--- config.mk ---
export PLATFORM = sky130hd
export DESIGN_NAME = control_multiciclo
export DESIGN_NICKNAME = d
export VERILOG_FILES = /design/src/rtl/proc_pkg.sv /design/src/rtl/control_salidas.sv /design/src/rtl/control_multiciclo.sv
export SDC_FILE = /design/constraint.sdc
export NUM_CORES = 1
export LEC_CHECK = 0
export ABC_CLOCK_PERIOD_IN_PS = 1440
export CAP_MARGIN = 20
export CORE_AREA = 4 4 41 43
export DETAILED_ROUTE_END_ITERATION = 10
export DIE_AREA = 0 0 45 47
export DONT_BUFFER_PORTS = 1
export PLACE_DENSITY = 0.64
export SYNTH_ARGS = -nofsm -noshare
export SYNTH_HDL_FRONTEND = slang
export SYNTH_SLANG_ARGS = --single-unit
--- constraint.sdc ---
create_clock -name clk -period 1.44 [get_ports clk]
set_input_delay 0.144 -clock clk [delete_from_list [all_inputs] [get_ports clk]]
set_output_delay 0.144 -clock clk [all_outputs]
set_load 0.02 [all_outputs]
--- src/rtl/proc_pkg.sv ---
// Shared encodings for the multicycle control path: state codes, opcodes,
// mux-select encodings and the bundled strobe word.
package proc_pkg;

  typedef enum logic [3:0] {
    ST_FETCH  = 4'd0,
    ST_DECODE = 4'd1,
    ST_MEMADR = 4'd2,
    ST_MEM_RD = 4'd3,
    ST_MEM_WB = 4'd4,
    ST_MEM_WR = 4'd5,
    ST_EXEC_R = 4'd6,
    ST_WB_R   = 4'd7,
    ST_BRANCH = 4'd8,
    ST_EXEC_I = 4'd9,
    ST_WB_I   = 4'd10,
    ST_JUMP   = 4'd11
  } estado_t;

  typedef enum logic [5:0] {
    OP_R    = 6'b000000,
    OP_J    = 6'b000010,
    OP_BEQ  = 6'b000100,
    OP_ADDI = 6'b001000,
    OP_LW   = 6'b100011,
    OP_SW   = 6'b101011
  } opcode_t;

  typedef enum logic [1:0] {
    ALU_ADD   = 2'b00,
    ALU_SUB   = 2'b01,
    ALU_FUNCT = 2'b10
  } alu_op_t;

  typedef enum logic [1:0] {
    SRCB_RT      = 2'b00,
    SRCB_CUATRO  = 2'b01,
    SRCB_IMM     = 2'b10,
    SRCB_IMM_SH2 = 2'b11
  } fuente_b_t;

  typedef enum logic [1:0] {
    PC_ALU    = 2'b00,
    PC_ALUOUT = 2'b01,
    PC_SALTO  = 2'b10
  } fuente_pc_t;

  typedef struct packed {
    logic       escr_pc;
    logic       escr_pc_cond;
    logic       escr_ir;
    logic       iord;
    logic       leer_mem;
    logic       escr_mem;
    logic       mema_reg;
    logic       reg_dest;
    logic       escr_reg;
    logic       fuente_alu_a;
    fuente_b_t  fuente_alu_b;
    alu_op_t    alu_op;
    fuente_pc_t fuente_pc;
  } ctrl_t;

endpackage

--- src/rtl/control_salidas.sv ---
// Combinational state -> strobe decoder for the multicycle sequencer.
// JUMP_EN enables decoding of the JUMP state; otherwise that code is all-zero.
module control_salidas
  import proc_pkg::*;
(
  input  estado_t estado,
  input  logic    mem_listo,
  input  logic    oZero,
  output ctrl_t   ctrl
);

  always_comb begin
    // NOTE: every field gets a default before the case so no latch is inferred.
    ctrl = '0;
    unique case (estado)
      ST_FETCH: begin
        ctrl.leer_mem     = 1'b1;
        ctrl.fuente_alu_b = SRCB_CUATRO;
        ctrl.alu_op       = ALU_ADD;
        ctrl.fuente_pc    = PC_ALU;
        // IR and PC only capture once memory has delivered the word.
        ctrl.escr_ir      = mem_listo;
        ctrl.escr_pc      = mem_listo;
      end
      ST_DECODE: begin
        ctrl.fuente_alu_b = SRCB_IMM_SH2;
        ctrl.alu_op       = ALU_ADD;
      end
      ST_MEMADR, ST_EXEC_I: begin
        ctrl.fuente_alu_a = 1'b1;
        ctrl.fuente_alu_b = SRCB_IMM;
        ctrl.alu_op       = ALU_ADD;
      end
      ST_MEM_RD: begin
        ctrl.iord     = 1'b1;
        ctrl.leer_mem = 1'b1;
      end
      ST_MEM_WB: begin
        ctrl.mema_reg = 1'b1;
        ctrl.escr_reg = 1'b1;
      end
      ST_MEM_WR: begin
        ctrl.iord     = 1'b1;
        ctrl.escr_mem = 1'b1;
      end
      ST_EXEC_R: begin
        ctrl.fuente_alu_a = 1'b1;
        ctrl.fuente_alu_b = SRCB_RT;
        ctrl.alu_op       = ALU_FUNCT;
      end
      ST_WB_R: begin
        ctrl.reg_dest = 1'b1;
        ctrl.escr_reg = 1'b1;
      end
      ST_WB_I: begin
        ctrl.escr_reg = 1'b1;
      end
      ST_BRANCH: begin
        ctrl.fuente_alu_a = 1'b1;
        ctrl.fuente_alu_b = SRCB_RT;
        ctrl.alu_op       = ALU_SUB;
        ctrl.fuente_pc    = PC_ALUOUT;
        ctrl.escr_pc_cond = 1'b1;
        ctrl.escr_pc      = oZero;
      end
`ifdef JUMP_EN
      ST_JUMP: begin
        ctrl.fuente_pc = PC_SALTO;
        ctrl.escr_pc   = 1'b1;
      end
`endif
      default: ctrl = '0;
    endcase
  end

endmodule

--- src/rtl/control_multiciclo.sv ---
// Multicycle control sequencer: state register, next-state dispatch and
// reset gating of all strobes. JUMP_EN adds the j opcode via a JUMP state.
module control_multiciclo
  import proc_pkg::*;
#(
  parameter int ANCHO_ESTADO = 4
) (
  input  logic                    clk,
  input  logic                    reset,
  input  logic [5:0]              instru,
  input  logic                    oZero,
  input  logic                    mem_listo,
  output logic                    EscrPC,
  output logic                    EscrPCCond,
  output logic                    EscrIR,
  output logic                    IorD,
  output logic                    LeerMem,
  output logic                    EscrMem,
  output logic                    MemaReg,
  output logic                    RegDest,
  output logic                    EscrReg,
  output logic                    FuenteALUA,
  output logic [1:0]              FuenteALUB,
  output logic [1:0]              ALUOp,
  output logic [1:0]              FuentePC,
  output logic [ANCHO_ESTADO-1:0] estado,
  output logic                    ilegal
);

  estado_t estado_q, estado_d;
  logic    ilegal_d;
  ctrl_t   ctrl_raw, ctrl;

  always_ff @(posedge clk or negedge reset) begin
    // NOTE: sequential state uses non-blocking assignment only.
    if (!reset) estado_q <= ST_FETCH;
    else        estado_q <= estado_d;
  end

  always_comb begin
    estado_d = estado_q;
    ilegal_d = 1'b0;
    unique case (estado_q)
      ST_FETCH:  if (mem_listo) estado_d = ST_DECODE;
      ST_DECODE: begin
        unique case (instru)
          OP_R:         estado_d = ST_EXEC_R;
          OP_LW, OP_SW: estado_d = ST_MEMADR;
          OP_BEQ:       estado_d = ST_BRANCH;
          OP_ADDI:      estado_d = ST_EXEC_I;
`ifdef JUMP_EN
          OP_J:         estado_d = ST_JUMP;
`endif
          default: begin
            estado_d = ST_FETCH;
            ilegal_d = 1'b1;
          end
        endcase
      end
      ST_MEMADR: estado_d = (instru == OP_SW) ? ST_MEM_WR : ST_MEM_RD;
      ST_MEM_RD: if (mem_listo) estado_d = ST_MEM_WB;
      ST_MEM_WR: if (mem_listo) estado_d = ST_FETCH;
      ST_EXEC_R: estado_d = ST_WB_R;
      ST_EXEC_I: estado_d = ST_WB_I;
      default:   estado_d = ST_FETCH;
    endcase
  end

  control_salidas u_salidas (
    .estado    (estado_q),
    .mem_listo (mem_listo),
    .oZero     (oZero),
    .ctrl      (ctrl_raw)
  );

  // Reset level masks the decode so no strobe escapes while reset is held.
  assign ctrl   = reset ? ctrl_raw : '0;
  assign ilegal = reset & ilegal_d;
  assign estado = reset ? ANCHO_ESTADO'(estado_q) : '0;

  assign EscrPC     = ctrl.escr_pc;
  assign EscrPCCond = ctrl.escr_pc_cond;
  assign EscrIR     = ctrl.escr_ir;
  assign IorD       = ctrl.iord;
  assign LeerMem    = ctrl.leer_mem;
  assign EscrMem    = ctrl.escr_mem;
  assign MemaReg    = ctrl.mema_reg;
  assign RegDest    = ctrl.reg_dest;
  assign EscrReg    = ctrl.escr_reg;
  assign FuenteALUA = ctrl.fuente_alu_a;
  assign FuenteALUB = ctrl.fuente_alu_b;
  assign ALUOp      = ctrl.alu_op;
  assign FuentePC   = ctrl.fuente_pc;

endmodule

==> summary.txt, run 1 <==
Status
  – Status: finished with violations
  – Failing checks: setup timing

Clock tree
  – Root Buffer Master: clkbuf_4
  – CTS H-Tree Depth: 1
  – Clock slew seen by the registers of the worst setup and hold paths: around 0.04 ns
  – CTS tree: yes
  – Worst-Skew Late Latency: about 0.23 ns
  – Sink Count: 4
  – CTS max path bufs: 2
  – Inserted Clock Buffers: 3

Routing
  – Post-route DRC violation count: 0
  – Vias: approximately 730
  – Routed Wire Length: approximately 2 mm
  – Routed Antenna Nets: 0
  – Iteration-0 DRC Markers: 18
  – Via density: a little over 6
  – First drt pass iteration count: 4
  – DR WL/cell: roughly 16 um

Worst setup path
  – Max incr delay on CP: about 0.46 ns
  – Crit path cell chain: buf_4, o21ai_0, and3b_2
  – CP required: 1.30 ns
  – CP Max Fanout: 6
  – CP Launch Point: estado_q[3]
  – Slowest CP cell: dfrtp_2
  – CP Class: flop to output port
  – CP Capture Type: output port
  – Worst r2r src: estado_q[2]
  – Arr. time, crit path: around 1.4 ns
  – Critical Path Source Type: flop

Yosys
  – Top post-synthesis cells by count: nor2_1, nand2_1, and2_1, dfrtp_1
  – Syn Inst Count: 80
  – Count leader, synth: nor2_1
  – Synth Register Bits: 4
  – EDFF count, synth: 0
  – Syn Area/Cell: ~7.2 sq um
  – Fraction of registers with async set/reset: 100%
  – Synthesized cell area: between 500 and 600 sq um
  – Count of cell types in the netlist: 38
  – Top cells by area, synth: dfrtp_1, nor2_1, clkbuf_8
  – Post-synth top flop: dfrtp_1
  – Register area share after synthesis: 17.3%
  – Syn Nets: 90
  – Top-area cell type share of the netlist area: 17.3%
  – YS warnings: 0
  – Largest area contributor in the netlist: dfrtp_1

Timing
  – RSZ-0062 raised after global routing: yes
  – Max Slew Vio Count: 0
  – Period utilization: 106%
  – Hold slack: between 0.07 and 0.08 ns
  – Final min period: between 1.5 and 2 ns
  – Setup ws final: -0.0873 ns
  – Number of hold violations in the final report: 0
  – Final setup viols: 3
  – F_max: roughly 0.65 GHz
  – Worst Clk Skew: 0.00719 ns

Global routing
  – GRT Total Usage: between 10% and 20%
  – Vias in the first global route: 658
  – Largest net degree at the start of global routing: 13
  – GR Overflow Total: 0
  – Initial antenna violation count: 0
  – First-pass GRT wire length: slightly below 3 mm

Power
  – Max IR drop VDD: 999 uV
  – PD cells: 1660 nW/um^2
  – Cell leakage power: between 0.3 and 0.4 nW

Final layout
  – # diodes: 0
  – # fillers: roughly 120
  – Post-route cell area: 887 sq um
  – Top flop regs: estado_q (4)
  – P&R area growth vs syn: 53.1%
  – Final #Nets: approximately 120
  – Max reg flops: 4
  – Top reg by flops: estado_q
  – Final core utilization: between 60% and 70%
  – Share of post-route cells with drive strength above 1: approximately half

Place
  – Hpwl dp: roughly 1.2 mm
  – Placed Area: about 700 sq um
  – Buffers on Ports: 0
  – Placer Congestion: 0.957

Die
  – # rows: 13
  – Die Area: 2120 sq um
  – Core Region: ~1300 sq um
  – Die Width: approximately 45 um
  – Initial Utilization: between 40 and 50%
  – Ports: 31
  – Die Span Y: 47 um

Hold path
  – HP Start: instru[3]
  – Type of the most critical hold path: input pin to flop

Job
  – Max-cap violations: 0
-- stage by stage --
step                setup slack, ns  total power [mW]  TNS, ns  std cells
global route                -0.0879              1.56   -0.600        119
finish                      -0.0873              1.47  -0.0957        119
floorplan                   -0.0181             0.769  -0.0189         80
CTS                         -0.0230              1.36  -0.0524        118
detailed placement           0.0475             0.991        0        106
global placement             0.0975             0.972        0        106
-- kinds of logic after synthesis --
family          after synthesis  synth area share [%]
simple gates                 48                  46.9
flops                         4                  17.3
other cells                   1                 0.647
mux                           1                  1.73
xor+xnor                      2                  3.02
compound gates               16                  20.1
buf+inv                       8                  10.4
-- cell type report --
| class | count | area (sq um) | area share (%) |
|---|---|---|---|
| Tap cell | 15 | 18.8 | 2.12 |
| Sequential cell | 4 | 105 | 11.8 |
| Timing Repair Buffer | 28 | 238 | 26.8 |
| Inverter | 1 | 3.75 | 0.423 |
| Clock buffer | 3 | 22.5 | 2.54 |
| Multi-Input combinational cell | 68 | 499 | 56.3 |
-- cells in the final DEF, fill, tap and decap left out, types with 2 or more instances in the layout --
master    netlist  layout
and3_1          3       3
nor2_2          0       2
nor2_4          1       2
buf_4           2      21
o21a_2          0       2
nand3_1         2       2
nand2_2         0       2
nand2_1         7       5
dfrtp_2         0       4
nand2b_4        0       2
nor3_1          3       2
nor2_1         13      10
buf_6           0       4
o21ai_0         3       3
nor3b_1         2       2
clkbuf_4        0       3
and3b_2         1       2
nand4_1         2       2
and2_1          4       4
-- critical path, delay by kind of cell (launching register included) --
family,cells,cell delay [ns]
AO/OA/AOI/OAI,1,0.21
flip-flops,1,0.46
AND/OR/NAND/NOR,1,0.30
buffers and inverters,1,0.17
-- where the power goes --
part           internal (mW)  switching (mW)  total, mW
combinational          0.531           0.567       1.10
clock                 0.0931          0.0442      0.137
sequential             0.156          0.0769      0.233
-- per-layer routing --
metal | share of wire, % | vias up | track usage (%)
met2 | 50 | 37 | 31.9
li1 | - | 336 | -
met1 | 40 | 349 | 22.0
met4 | 2.6 | 0 | 8.77
met3 | 8.0 | 6 | 5.36
met5 | 0 | - | 0
-- worst paths after layout --
| kind | endpoint | slack, ns | cells after the start |
|---|---|---|---|
| worst max register to register | estado_q[2] | 0.03 | 3 |
| worst min register to register | estado_q[1] | 0.72 | 3 |
| min in group asynchronous | estado_q[3] | 0.19 | 1 |
| worst max-delay path | FuenteALUB[1] | -0.09 | 3 |
| worst min-delay path | estado_q[0] | 0.08 | 2 |
| max in group asynchronous | estado_q[0] | 1.05 | 1 |
-- repair_timing --
item                                   4_1_cts  5_1_grt
pin swaps                                    3        4
gates resized for setup                     15       13
setup endpoints to repair                   14       15
hold buffers                                 1        0
endpoints found under the hold margin        4        0
buffers inserted                             8        1
Note: power is estimated with default switching activity, not from simulation.
==> run 2, diff against run 1 <==
--- a/config.mk
+++ b/config.mk
@@ -6,12 +6,13 @@
 export NUM_CORES = 1
 export LEC_CHECK = 0
 export ABC_CLOCK_PERIOD_IN_PS = 1440
-export CAP_MARGIN = 20
+export CAP_MARGIN = 10
 export CORE_AREA = 4 4 41 43
 export DETAILED_ROUTE_END_ITERATION = 10
 export DIE_AREA = 0 0 45 47
 export DONT_BUFFER_PORTS = 1
-export PLACE_DENSITY = 0.64
+export PLACE_DENSITY = 0.76
 export SYNTH_ARGS = -nofsm -noshare
 export SYNTH_HDL_FRONTEND = slang
+export SYNTH_HIERARCHICAL = 1
 export SYNTH_SLANG_ARGS = --single-unit
==> summary.txt, run 2 <==
Routing
  – Routed met2 length: 1.00 mm (+3.3%)
  – Routed Wire Length: 1.89 mm (-3.7%)
  – First drt pass iteration count: 4 (unchanged)
  – Via density: 5.88 (-4.0%)
  – Met1 WL: 745 um (-4.4%)
  – DR WL/cell: 15.7 um (-4.5%)
  – Iteration-0 DRC Markers: 8 (-10)
  – Routed Antenna Nets: 0 (unchanged)
  – Met3 routed WL: 136 um (-13%)
  – Highest metal used: met3
  – Vias: 705 (-3.2%)
  – Post-route DRC violation count: 0 (unchanged)

Die
  – Initial Utilization: 56.3% (+12 points)
  – # rows: 13 (unchanged)
  – Die Area: 2120 sq um (unchanged)
  – Die Span Y: 47 um (unchanged)
  – Ports: 31 (unchanged)
  – Core Region: 1300 sq um (unchanged)
  – Die Width: 45 um (unchanged)

Final layout
  – Post-route cell area: 970 sq um (+9.3%)
  – Max reg flops: 4 (unchanged)
  – Top flop regs: estado_q (4)
  – Register area: 105 sq um (unchanged)
  – Share of post-route cells with drive strength above 1: 52.4% (+0.46 points)
  – Final core utilization: 74.5% (+6.3 points)
  – P&R area growth vs syn: 32.5%
  – # fillers: 95 (-19%)
  – Leading cell type in the layout, fill and taps excluded: and2_4
  – Final #Nets: 116 (unchanged)
  – # diodes: 0 (unchanged)
  – Most frequent cells in the layout: and2_4, buf_4
  – Final Non-Filler Cells: 120 (+0.84%)
  – Top reg by flops: estado_q
  – Area of the multi-input gates: 684 sq um (+37%)

Timing
  – Max Slew Vio Count: 0 (unchanged)
  – Rel. slew slack: 60.9%
  – F_max: 0.615 GHz (-6.1%)
  – Worst-margin pin slew: 0.582 ns
  – Number of hold violations in the final report: 0 (unchanged)
  – RSZ-0062 raised after global routing: yes
  – Final min period: 1.63 ns (+0.0990 ns)
  – Worst Clk Skew: 0.00144 ns (-0.00575 ns)
  – Period utilization: 113% (+6.9 points)
  – Setup ws final: -0.186 ns (-0.0990 ns)
  – Hold slack: 0.140 ns (+0.0603 ns)
  – Final setup viols: 13 (+10)

Worst setup path
  – Arr. time, crit path: 1.48 ns (+0.10 ns)
  – CP required: 1.30 ns (about the same)
  – Reg-to-Reg End: estado_q[1]
  – Crit path cell chain: or4b_4, o211ai_2, and2_4
  – R2r worst-path depth: 4 (+1)
  – Critical Path Source Type: flop
  – CP Max Fanout: 6 (unchanged)
  – CP Class: flop to output port
  – Max incr delay on CP: 0.55 ns (+0.09 ns)
  – CP Capture Type: output port
  – CP Launch Point: estado_q[3]
  – Slowest CP cell: or4b_4
  – Worst r2r src: estado_q[3]
  – Reg-to-reg slack, setup: 0.11 ns (+0.08 ns)

Status
  – Status: finished with violations
  – Failing checks: setup timing

Power
  – Seq pwr share: 12.4% (-3.5 points)
  – Cell leakage power: 0.413 nW (+5.2%)
  – Max IR drop VDD: 848 uV (-15%)
  – PD cells: 1870 nW/um^2 (+13%)
  – Clock network power share: 8.9% (-0.5 points)
  – Net Sw Frac: 45.1% (-1.7 points)
  – Int Power: 0.997 mW (+28%)
  – Switch Pwr: 0.820 mW (+19%)
  – Gate power share: 78.7% (+3.9 points)

Yosys
  – Count leader, synth: and2_1
  – Post-synth top flop: dfrtp_1
  – Top-area cell type share of the netlist area: 16.2% (-1.0 points)
  – Syn Inst Count: 95 (+19%)
  – Synthesized cell area: 732 sq um (+26%)
  – Synth Register Bits: 4 (unchanged)
  – Top cells by area, synth: and2_1, dfrtp_1, buf_6
  – Count of cell types in the netlist: 44 (+16%)
  – YS warnings: 6 (+6)
  – Register area share after synthesis: 13.7% (-3.6 points)
  – Syn Area/Cell: 7.70 sq um (+6.4%)
  – Top post-synthesis cells by count: and2_1, nor3_1
  – Fraction of registers with async set/reset: 100% (unchanged)
  – Syn Nets: 105 (+17%)
  – Largest area contributor in the netlist: and2_1
  – EDFF count, synth: 0 (unchanged)

Clock tree
  – CTS H-Tree Depth: 1 (unchanged)
  – Root Buffer Master: clkbuf_4
  – Clock slew seen by the registers of the worst setup and hold paths: 0.04 ns (about the same)
  – Worst-Skew Late Latency: 0.24 ns (about the same)
  – CTS tree: yes
  – Sink Count: 4 (unchanged)
  – CTS max path bufs: 2 (unchanged)
  – Inserted Clock Buffers: 3 (unchanged)

Place
  – Inst Count DP: 108 (+1.9%)
  – Dpl ws: 0.0818 ns (+0.0343 ns)
  – Buffers on Ports: 0 (unchanged)
  – Placer Congestion: 0.754 (-21%)
  – Placed Area: 741 sq um (+6.1%)
  – Hpwl dp: 1.18 mm (-3.0%)

Global routing
  – First-pass GRT wire length: 2.85 mm (-1.5%)
  – GR Overflow Total: 0 (unchanged)
  – GRT Total Usage: 18.0% (-0.87 points)
  – Largest net degree at the start of global routing: 23 (+10)
  – Vias in the first global route: 675 (+2.6%)
  – Initial antenna violation count: 0 (unchanged)

Hold path
  – Type of the most critical hold path: input pin to flop
  – Hold path depth: 2 (unchanged)
  – Hold endpoint: estado_q[0]
  – HP Start: mem_listo

Job
  – Max-cap violations: 0 (unchanged)
## run 2: cell types whose count changed after synthesis, moves of 3 or more
cell     change
o21a_1       -3
nand2_1      -4
or2b_1       +4
and2_1      +15
buf_6        +3
nor2_1       -9
## run 2: power groups by stage
stage                     Combinational, mW  Clock, mW  Sequential (mW)
final                                  1.43      0.161            0.226
after global routing                   1.53      0.165            0.239
after CTS                              1.20      0.166            0.209
after detailed placement              0.978          0            0.220
after global placement                0.962          0            0.213
after floorplan                       0.858          0            0.216
## run 2: worst max path at each step
stage,endpoint,slack [ns],cells past startpoint
final,EscrReg,-0.19,3
after global routing,EscrReg,-0.22,3
after CTS,EscrReg,-0.18,3
after detailed placement,EscrIR,0.08,3
after global placement,EscrReg,0.1,3
after floorplan,EscrReg,-0.01,4
## run 2: cells by family (layout without fill, tap and decap cells)
kind of cell	count (synthesis)	in the layout	share of synthesized area [%]
XOR/XNOR	2	2	2.39
other	1	1	0.512
flip-flops	4	4	13.7
AO/OA/AOI/OAI	14	14	14.9
buffers and inverters	12	22	10.9
AND/OR/NAND/NOR	60	60	54.2
multiplexers	2	2	3.42
## run 2: metal layers
layer | vias up | track usage, %
li1 | 348 | -
met1 | 327 | 20.1
met2 | 30 | 34.2
met3 | 0 | 3.45
met4 | 0 | 5.26
met5 | - | 0
## run 2: layout make-up
class,instances,area share [%]
clock buffer,4,2.71
inverter,3,1.16
multi-input combinational,79,70.6
sequential,4,10.8
tap,15,1.94
timing repair buffer,15,12.8
## run 2: critical path, delay by kind of cell, from the launching register on
| kind | cells | cell delay (ns) |
|---|---|---|
| compound gates | 1 | 0.07 |
| flops | 1 | 0.43 |
| simple gates | 2 | 0.74 |
## run 2: repair_timing
item | 4_1_cts | 5_1_grt
endpoints found under the hold margin | 4 | 0
pin swaps | 9 | 15
resized for setup | 28 | 21
gates cloned | 0 | 1
buffers inserted | 5 | 3
endpoints found under the setup margin | 14 | 18
hold buffers | 1 | 0
## run 2: stage by stage
stage	total power, mW	setup TNS [ns]
2_1_floorplan	1.07	-0.00986
3_3_place_gp	1.17	0
3_5_place_dp	1.20	0
4_1_cts	1.58	-0.908
5_1_grt	1.94	-1.68
6_report	1.82	-1.12
==> run 3, diff against run 2 <==
--- a/config.mk
+++ b/config.mk
@@ -12,6 +12,7 @@
 export DIE_AREA = 0 0 45 47
 export DONT_BUFFER_PORTS = 1
 export PLACE_DENSITY = 0.76
+export REMOVE_ABC_BUFFERS = 1
 export SYNTH_ARGS = -nofsm -noshare
 export SYNTH_HDL_FRONTEND = slang
 export SYNTH_HIERARCHICAL = 1
==> summary.txt, run 3 (synthesis gave the netlist of run 2 again) <==
Timing
  – F_max: 0.603 GHz (-2.0%)
  – Worst-margin pin slew: 0.581 ns (-0.00115 ns)
  – Final setup viols: 15 (+2)
  – Period utilization: 115% (+2.3 points)
  – Setup ws final: -0.219 ns (-0.0329 ns)
  – RSZ-0062 raised after global routing: yes
  – Final min period: 1.66 ns (+0.0329 ns)
  – Number of hold violations in the final report: 0 (unchanged)
  – Max Slew Vio Count: 0 (unchanged)
  – Setup TNS: -1.55 ns (-0.427 ns)
  – Worst Clk Skew: 0.00115 ns (-0.000285 ns)
  – Rel. slew slack: 61.0% (+0.077 points)

Routing
  – Iteration-0 DRC Markers: 10 (+2)
  – Routed Antenna Nets: 0 (unchanged)
  – DR WL/cell: 17.6 um (+12%)
  – Routed Wire Length: 2.16 mm (+15%)
  – Vias: 749 (+6.2%)
  – Post-route DRC violation count: 0 (unchanged)
  – First drt pass iteration count: 4 (unchanged)
  – Via density: 6.09 (+3.6%)

Worst setup path
  – Max incr delay on CP: 0.56 ns (about the same)
  – CP Capture Type: output port
  – CP Max Fanout: 5 (-1)
  – WP buf/inv: 0 (unchanged)
  – CP Class: flop to output port
  – Worst r2r src: estado_q[1]
  – Critical Path Source Type: flop
  – Arr. time, crit path: 1.52 ns (+0.04 ns)
  – CP Launch Point: estado_q[3]
  – CP required: 1.30 ns (about the same)
  – Crit path cell chain: or4b_4, o211ai_2, and2_4
  – Critical path's top delay family: simple AND/OR/NAND/NOR gates
  – Slowest CP cell: or4b_4

Final layout
  – # fillers: 88 (-7.4%)
  – Most frequent cells in the layout: and2_4, buf_4, buf_6
  – Final #Nets: 120 (+3.4%)
  – Top flop regs: estado_q (4)
  – Leading cell type in the layout, fill and taps excluded: and2_4
  – # diodes: 0 (unchanged)
  – Share of post-route cells with drive strength above 1: 58.3% (+6.0 points)
  – Max reg flops: 4 (unchanged)
  – Top reg by flops: estado_q
  – Post-route cell area: 1050 sq um (+8.3%)
  – P&R area growth vs syn: 43.4%

Clock tree
  – Sink Count: 4 (unchanged)
  – Clock slew seen by the registers of the worst setup and hold paths: 0.04 ns (about the same)
  – CTS max path bufs: 2 (unchanged)
  – CTS H-Tree Depth: 1 (unchanged)
  – Inserted Clock Buffers: 3 (unchanged)
  – Worst-Skew Late Latency: 0.25 ns (about the same)
  – Root Buffer Master: clkbuf_4
  – CTS tree: yes

Die
  – Initial Utilization: 56.3% (unchanged)
  – Die Span Y: 47 um (unchanged)
  – Ports: 31 (unchanged)
  – Die Area: 2120 sq um (unchanged)
  – # rows: 13 (unchanged)
  – Die Width: 45 um (unchanged)
  – Core Region: 1300 sq um (unchanged)

Global routing
  – GR Overflow Total: 0 (unchanged)
  – Largest net degree at the start of global routing: 23 (unchanged)
  – First-pass GRT wire length: 3.31 mm (+16%)
  – GRT Total Usage: 21.8% (+3.8 points)
  – Initial antenna violation count: 0 (unchanged)
  – Vias in the first global route: 724 (+7.3%)

Status
  – Failing checks: setup timing
  – Status: finished with violations

Place
  – Hpwl dp: 1.23 mm (+3.8%)
  – Buffers on Ports: 0 (unchanged)
  – Placer Congestion: 0.802 (+6.3%)
  – Placed Area: 749 sq um (+1.2%)

Power
  – Cell leakage power: 0.438 nW (+6.3%)
  – PD cells: 1940 nW/um^2 (+3.6%)
  – Max IR drop VDD: 1080 uV (+28%)

Hold path
  – HP Start: mem_listo
  – Type of the most critical hold path: input pin to flop

Job
  – Max-cap violations: 0 (unchanged)
-- run 3: cell types whose count changed in the layout (fill, tap and decap cells not counted), sizes merged --
cell,previous run,this run
clkbuf,4,3
buf,14,18
-- run 3: power by group --
part | leakage [nW] | internal (mW) | switching [mW]
Combinational | 0.374 | 0.902 | 0.773
Clock | 0.0138 | 0.0939 | 0.0562
Sequential | 0.0506 | 0.157 | 0.0569
-- run 3: area by class of cell --
type	count	area (sq um)	share of cell area, %
multi-input combinational	79	701	66.7
sequential	4	103	9.77
tap	15	18.8	1.79
timing repair buffer	19	194	18.5
inverter	3	11.3	1.07
clock buffer	3	22.5	2.15
-- run 3: worst paths after layout --
kind                               endpoint  slack (ns)  depth (start not counted)
min in group asynchronous       estado_q[1]        0.19                          1
max in group asynchronous       estado_q[0]        1.04                          1
worst min register to register  estado_q[0]        0.72                          2
worst max-delay path                EscrReg       -0.22                          3
worst min-delay path            estado_q[0]        0.13                          2
worst max register to register  estado_q[1]       -0.02                          6
-- run 3: metal layers --
layer / wire [um] / global-route usage, %
met1: 801 / 25.2
met3: 178 / 4.60
met4: 62 / 15.8
met5: 0 / 0
met2: 1120 / 35.6
-- run 3: metrics by stage --
stage	hold WS, ns	instances	util [%]	setup WS [ns]	total power, mW
floorplan	-0.152	86	-	-0.109	0.964
global placement	-0.151	110	57.6	0.0303	1.21
detailed placement	-0.151	110	57.6	0.00580	1.23
CTS	0.125	119	69.9	-0.178	1.65
global route	0.129	123	80.7	-0.249	2.17
finish	0.128	123	80.7	-0.219	2.04
-- run 3: repair_timing --
item	in CTS	in global routing
pin swaps	15	19
resized for setup	43	22
gates cloned	1	0
hold endpoints to repair	4	0
setup endpoints to repair	14	19
hold buffers	1	0
buffers inserted	4	4
